File: src/rtl/reader_pkg.sv
// Shared types and sizing for the FIFO stream reader and its output buffer.
package reader_pkg;

  typedef enum logic [1:0] {IDLE, RUN, DRAIN} reader_state_e;

  localparam int unsigned BUF_DEPTH = 2;
  localparam int unsigned OCC_W     = $clog2(BUF_DEPTH + 1);

endpackage

File: src/rtl/reader_skid_buf.sv
// Two-entry output buffer: head register drives the stream, tail holds the second word.
module reader_skid_buf
  import reader_pkg::*;
#(
  parameter int unsigned WIDTH = 16
) (
  input  logic             clk,
  input  logic             rst,
  input  logic             push,
  input  logic [WIDTH-1:0] push_data,
  input  logic             pop,
  output logic [OCC_W-1:0] occ,
  output logic [WIDTH-1:0] head,
  output logic             valid
);

  logic [WIDTH-1:0] tail;
  logic [OCC_W-1:0] occ_next;

  assign occ_next = occ + OCC_W'(push) - OCC_W'(pop);

  // head only moves on a pop or when filling an empty buffer, so it is stable under stall
  always_ff @(posedge clk) begin
    if (rst) begin
      occ   <= '0;
      head  <= '0;
      tail  <= '0;
      valid <= 1'b0;
    end else begin
      occ   <= occ_next;
      valid <= (occ_next != '0);
      if (pop) begin
        if (occ == OCC_W'(BUF_DEPTH)) begin
          head <= tail;
          if (push) tail <= push_data;
        end else if (push) begin
          head <= push_data;
        end
      end else if (push) begin
        if (occ == '0) head <= push_data;
        else           tail <= push_data;
      end
    end
  end

endmodule

File: src/rtl/fifo_stream_reader.sv
// FIFO read-side consumer presenting words on a valid/ready stream at one word per cycle.
// Optional READER_STATS_EN adds the words_out transfer counter.
module fifo_stream_reader
  import reader_pkg::*;
#(
  parameter int unsigned FIFO_WIDTH = 16,
  parameter int unsigned CNT_WIDTH  = 16
) (
  input  logic                  clk,
  input  logic                  rst,
  input  logic                  enable,
  input  logic                  fifo_empty,
  input  logic                  fifo_underflow,
  input  logic [FIFO_WIDTH-1:0] fifo_data_out,
  output logic                  fifo_rd_en,
  output logic [FIFO_WIDTH-1:0] m_data,
  output logic                  m_valid,
  input  logic                  m_ready,
  output logic                  err_underflow
`ifdef READER_STATS_EN
  ,
  output logic [CNT_WIDTH-1:0]  words_out
`endif
);

  localparam int unsigned USE_W = OCC_W + 1;

  reader_state_e    state, state_next;
  logic             inflight;
  logic             pop;
  logic             capture;
  logic             credit_ok;
  logic [OCC_W-1:0] occ;
  logic [USE_W-1:0] in_use;

  assign pop     = m_valid & m_ready;
  assign capture = inflight & ~fifo_underflow;
  assign in_use  = USE_W'(occ) + USE_W'(inflight);

  reader_skid_buf #(.WIDTH(FIFO_WIDTH)) u_buf (
    .clk       (clk),
    .rst       (rst),
    .push      (capture),
    .push_data (fifo_data_out),
    .pop       (pop),
    .occ       (occ),
    .head      (m_data),
    .valid     (m_valid)
  );

  // credit: buffered + in-flight words after this edge's pop must leave room for one more
  always_comb begin
    credit_ok  = (in_use - USE_W'(pop)) < USE_W'(BUF_DEPTH);
    fifo_rd_en = ~rst & (state == RUN) & enable & ~fifo_empty & credit_ok;
  end

  always_comb begin
    state_next = state;
    case (state)
      IDLE:    if (enable) state_next = RUN;
      RUN:     if (!enable) state_next = (in_use != '0) ? DRAIN : IDLE;
      DRAIN: begin
        if (enable)               state_next = RUN;
        else if (in_use == '0)    state_next = IDLE;
      end
      default: state_next = IDLE;
    endcase
  end

  always_ff @(posedge clk) begin
    if (rst) begin
      state         <= IDLE;
      inflight      <= 1'b0;
      err_underflow <= 1'b0;
    end else begin
      state         <= state_next;
      inflight      <= fifo_rd_en;
      err_underflow <= err_underflow | (inflight & fifo_underflow);
    end
  end

`ifdef READER_STATS_EN
  always_ff @(posedge clk) begin
    if (rst)      words_out <= '0;
    else if (pop) words_out <= words_out + CNT_WIDTH'(1);
  end
`else
  logic unused_cnt_width;
  assign unused_cnt_width = ^CNT_WIDTH;
`endif

endmodule

File: config.mk
export PLATFORM = sky130hd
export DESIGN_NAME = fifo_stream_reader
export DESIGN_NICKNAME = d
export VERILOG_FILES = /design/src/rtl/reader_pkg.sv /design/src/rtl/reader_skid_buf.sv /design/src/rtl/fifo_stream_reader.sv
export SDC_FILE = /design/constraint.sdc
export NUM_CORES = 1
export LEC_CHECK = 0
export ABC_CLOCK_PERIOD_IN_PS = 3590
export CORE_MARGIN = 8
export CORE_UTILIZATION = 55
export CTS_BUF_LIST = sky130_fd_sc_hd__clkbuf_4 sky130_fd_sc_hd__clkbuf_8
export CTS_CLUSTER_SIZE = 30
export DETAILED_ROUTE_END_ITERATION = 6
export PLACE_DENSITY = 0.91
export SLEW_MARGIN = 20
export SYNTH_ARGS = -nofsm -noshare
export SYNTH_HDL_FRONTEND = slang
export SYNTH_HIERARCHICAL = 1
export SYNTH_SLANG_ARGS = --single-unit
File: constraint.sdc
create_clock -name clk -period 3.59 [get_ports clk]
set_input_delay 0.359 -clock clk [delete_from_list [all_inputs] [get_ports clk]]
set_output_delay 0.359 -clock clk [all_outputs]
set_load 0.005 [all_outputs]
---- Word level (Yosys, flattened, before mapping) ----
Cells that the tools add are included.
storage, ports and cells
  bits in registers ....................... 39
  bits in latches ......................... 0
  memory bits (writable) .................. 0
  memory bits (read-only) ................. 0
  input bits .............................. 22
  output and inout bits ................... 19
  logic and storage cells ................. 58
  memories kept ........................... 0
cells by class
  add/subtract/negate cells ............... 4
  multipliers ............................. 0
  divide/modulo/power cells ............... 0
  magnitude comparators ................... 1
  eq/ne operators ......................... 9
  shifts and indexed selects .............. 0
  muxes and demuxes ....................... 15
  bitwise operators ....................... 11
  reductions and logical operators ........ 11
operators by type and width
  kind                                                  number
  2-to-1 mux 16 bit                                     9
  2-to-1 mux 2 bit                                      5
  nonzero test 2 bit                                    4
  AND 1 bit                                             7
  != test 2 bit (second input constant)                 3
  one-hot mux 2 bit (3 select lines)                    1
  AND reduction 3 bit                                   2
  equality test 2 bit (second input constant)           2
  zero test 2 bit                                       2
  != test 2 x 1 -> 1 bit (second input constant)        2
  AND reduction 4 bit                                   1
  adder 2 x 1 -> 3 bit                                  1
  zero test 3 bit                                       1
  < comparator 3 x 2 -> 1 bit (second input constant)   1
  != test 3 bit (second input constant)                 1
  NOT 1 bit                                             3
  nonzero test 3 bit                                    1
  subtractor 3 x 1 -> 3 bit                             1
  adder 2 x 1 -> 2 bit                                  1
  equality test 2 x 1 -> 1 bit (second input constant)  1
  subtractor 2 x 1 -> 2 bit                             1
  bitwise OR 1 bit                                      1

---- Longest topological paths before layout ----
  depth in word-level cells ............... 5
  depth in mapped cells ................... 8
  depth with buffers taken out ............ 8

---- Modules after synthesis ----
Netlist, hierarchy kept.
modules (own cells, without submodules)
  module              times used  cells each  area each (um^2)  seq. area each (um^2)
  reader_skid_buf     1           162         1702.9            700.7
  fifo_stream_reader  1           22          211.5             80.1

---- Least setup slack after synthesis ----
No wires, ideal clock.
  path type ............................... input to register
  start point ............................. in m_ready
  end point ............................... reg u_buf.head[10]
  library setup time ...................... 0.147 ns
  arrival time ............................ 1.744 ns
  required time ........................... 3.443 ns
  path slack .............................. 1.699 ns
  stages .................................. 8
  path buffers ............................ 2
  path through ............................ and2_1 > inv_1 > ha_1 > or4_1 > buf_2 > buf_2 > a21oi_1 > a311oi_2
on the way
  longest elaborated chain between the ends .. 3
  elaborated cells between the ends (all ways) .. 5
  those cells by class .................... mux (1); bitwise (1); reduce/logical (3)
ends and longest elaborated chain
  item                                  line                      RTL
  from (decl)                           fifo_stream_reader.sv:18  input logic m_ready,
  AND 1 bit *                           fifo_stream_reader.sv:36  assign pop = m_valid & m_ready;
  nonzero test 2 bit (no source line)   -
  AND reduction 3 bit (no source line)  -
  to (signal assigned)                  reader_skid_buf.sv:34     head <= tail;
  to (signal assigned)                  reader_skid_buf.sv:37     head <= push_data;
  to (signal assigned)                  reader_skid_buf.sv:40     if (occ == '0) head <= push_data;
  to (decl)                             reader_skid_buf.sv:13     output logic [WIDTH-1:0] head,
Mark *: on every way between the ends. The rest lies on a longest branch, timed or not.
A chain may end at the register's enable or synchronous reset.

---- Final worst setup path ----
  start point ............................. reg u_buf.occ[0]
  end point ............................... out fifo_rd_en
on the way
  longest elaborated chain between the ends .. 4
ends and longest elaborated chain
  item                         line                      RTL
  from (decl)                  reader_skid_buf.sv:12     output logic [OCC_W-1:0] occ,
  from (signal assigned)       reader_skid_buf.sv:30     occ <= occ_next;
  adder 2 x 1 -> 3 bit         fifo_stream_reader.sv:38  assign in_use = USE_W'(occ) + USE_W'(inflight);
  subtractor 3 x 1 -> 3 bit    fifo_stream_reader.sv:53  credit_ok = (in_use - USE_W'(pop)) < USE_W'(BUF_DEPTH);
  < comparator 3 x 2 -> 1 bit  fifo_stream_reader.sv:53
  AND 1 bit                    fifo_stream_reader.sv:54  fifo_rd_en = ~rst & (state == RUN) & enable & ~fifo_empty & credit_ok;
  to (decl)                    fifo_stream_reader.sv:15  output logic fifo_rd_en,
No other way between the ends.

==> out/metrics.csv <==
metric,value,unit
syn avg cell area,10.4,um^2
Synth Area in Adders,0.0392,
Synth Area in XOR/XNOR,0.0137,
number of global-route vias before repair,1422,
Post-synth EDFFs,0,
layout cells sized above 1,0.213,
fill cell count,266,
worst endpoint required time,3230,ps
Post-CTS Resized,0,
Hold Crit Depth,2,
dpl ws,852,ps
port bufs,40,
# nets final,248,
CP max stage delay,530,ps
mapped cell area,1910,um^2
row cnt,21,
Post-DP Area,2310,um^2
area share of the largest cell type after synthesis,0.408,
leakage,0.797,nW
Simple-Gate Fraction of Synth Area,0.0987,
largest net degree at the start of global routing,38,
max cap viols,0,
Slew HR,0.466,
Worst Tran Pin Value,801,ps
I/O pin total,41,
Critical-path top delay cell,clkdlybuf4s50_1,
crit path time final,2760,ps
final worst slack,828,ps
Worst EP arrival,2400,ps
routed vias,1450,
Die ar.,5620,um^2
antenna violations before repair,0,
Synthesized Nets,212,
DP Wirelength,2.72,mm
final worst path period share,0.769,
Final Hold Vio Count,0,
post-CTS setup buffers,0,
largest family of logic cells by synthesized area,compound AO/OA/AOI/OAI gates,
routed wire length per instance,15.0,um
via/cell ratio,5.43,
Root Driver,clkbuf_4,
n_diodes,0,
height of the die,75.0,um
remaining global-route overflow,0,
number of DRC markers in iteration 0,134,
Max Freq,0.362,GHz
H-tree depth,2,
initial core utilization,0.574,
PwrDens,358,nW/um^2
final cell count without fillers,267,
Crit path depth,7,
cell family with most CP delay,adder cells,
hold_buf cts,0,
WS Path Type,register to output pin,
CP Buf/Inv Count,2,
Routed Antenna Nets,0,
worst-case reg-to-reg path depth,6,
Finished Cell Area,2360,um^2
clock sinks,39,
unique cell type count in the Yosys netlist,27,
RSZ-0062 raised after global routing,no,
Synth area leader,dfxtp_1,
DRT Wirelength,4.01,mm
CP Cell Sequence,"ha_1, ha_1, inv_1, ha_1, nand4bb_1, nor3_1, clkdlybuf4s50_1",
worst min-delay path class,register to register,
Startpoint Class,register,
asr flop ratio synth,0,
yosys warns,6,
deepest clock path buffer count,2,
clk_lat worst skew,360,ps
final core utilization,0.709,
setup TNS,0,ps
Syn Inst Count,184,
final setup violation count,0,
Die Width,75.0,um
"Primary FF master, synth",dfxtp_1,
core area,3340,um^2
Final Total Pwr,0.846,mW
post-synthesis sequential area ratio,0.408,
P&R area growth vs syn,23.5,%
DRC viols,0,
status,completed,
most frequent cells in the layout,"dfxtp_1, clkdlybuf4s50_1, inv_1",
Crit Path Max Fanout,7,
CP dominant cell by count,ha_1,
worst clock skew,13.3,ps
cts bufs inserted,5,
clk slew on worst S/H paths,120,ps
gpl congestion,0.763,
iteration count of the initial detailed-routing pass,4,
mux cell area share after synthesis,0.178,
Critical Path Sink Type,output pin,
"flops & latches, synth",39,
Tot GR Track Use,0.154,
CTS tree,built,
Peak VDD IR,0.000272,V
max-slew violation count,0,
hold slack final,480,ps
placed insts,259,
first-pass GRT wire length,6.56,mm
Compound-Gate Fraction of Synth Area,0.186,
"top cells by area, synth","dfxtp_1, a311oi_2, mux2_2",
[cell families after synthesis]
| family | after synthesis |
|---|---|
| adder cells (fa/ha/maj) | 6 |
| AO/OA/AOI/OAI | 36 |
| AND/OR/NAND/NOR | 36 |
| XOR/XNOR | 3 |
| flip-flops | 39 |
| multiplexers | 32 |
| buffers and inverters | 32 |
[sequential cells by signal, summed over array words and instances, names as in the netlist]
| signal | cells |
|---|---|
| inflight | 1 |
| u_buf/head | 16 |
| err_underflow | 1 |
| u_buf/valid | 1 |
| u_buf/tail | 16 |
| u_buf/occ | 2 |
| state | 2 |
[path summary, 6_finish.rpt]
| path | from | endpoint | slack (ps) |
|---|---|---|---|
| setup / recovery | u_buf/occ[0]$_SDFF_PP0_ | fifo_rd_en | 830 |
| hold / removal | err_underflow$_SDFF_PP0_ | err_underflow$_SDFF_PP0_ | 480 |
| setup reg to reg | inflight$_SDFF_PP0_ | u_buf/head[1]$_SDFFE_PP0P_ | 1490 |
| hold reg to reg | err_underflow$_SDFF_PP0_ | err_underflow$_SDFF_PP0_ | 480 |
[cells in the mapped netlist (all sizes together), types with 3 or more instances]
cell,n
inv,19
mux2i,16
clkbuf,5
a21oi,19
mux2,16
nor2,18
nor3,4
nor2b,3
ha,6
buf,8
dfxtp,39
a311oi,16
[worst min-delay path, cell delays in order (launching register included)]
cell and delay (ps):
dfxtp_1 340, a21oi_1 40, nor2_1 70
[final cells by class]
| cell class | count | area, um^2 | area share |
|---|---|---|---|
| clock inverters | 3 | 20.0 | 0.00847 |
| well taps | 46 | 57.6 | 0.0243 |
| multi-input cells | 113 | 987 | 0.417 |
| repair buffers | 42 | 410 | 0.174 |
| flip-flops and latches | 39 | 781 | 0.330 |
| clock buffers | 5 | 37.5 | 0.0159 |
| inverters | 19 | 71.3 | 0.0302 |
[routing by layer]
layer	routed length [um]	vias up	track usage
met5	0	-	0
met4	70	0	0.0717
met3	319	9	0.0573
met2	1850	41	0.241
met1	1780	677	0.181
li1	-	723	-
[power breakdown]
part           internal [mW]  total [mW]  switching, mW  leakage, nW
sequential             0.451       0.468         0.0170        0.315
clock                 0.0747       0.225          0.151       0.0272
combinational         0.0847       0.153         0.0679        0.455
No activity file was read; power rests on OpenSTA's default activity.
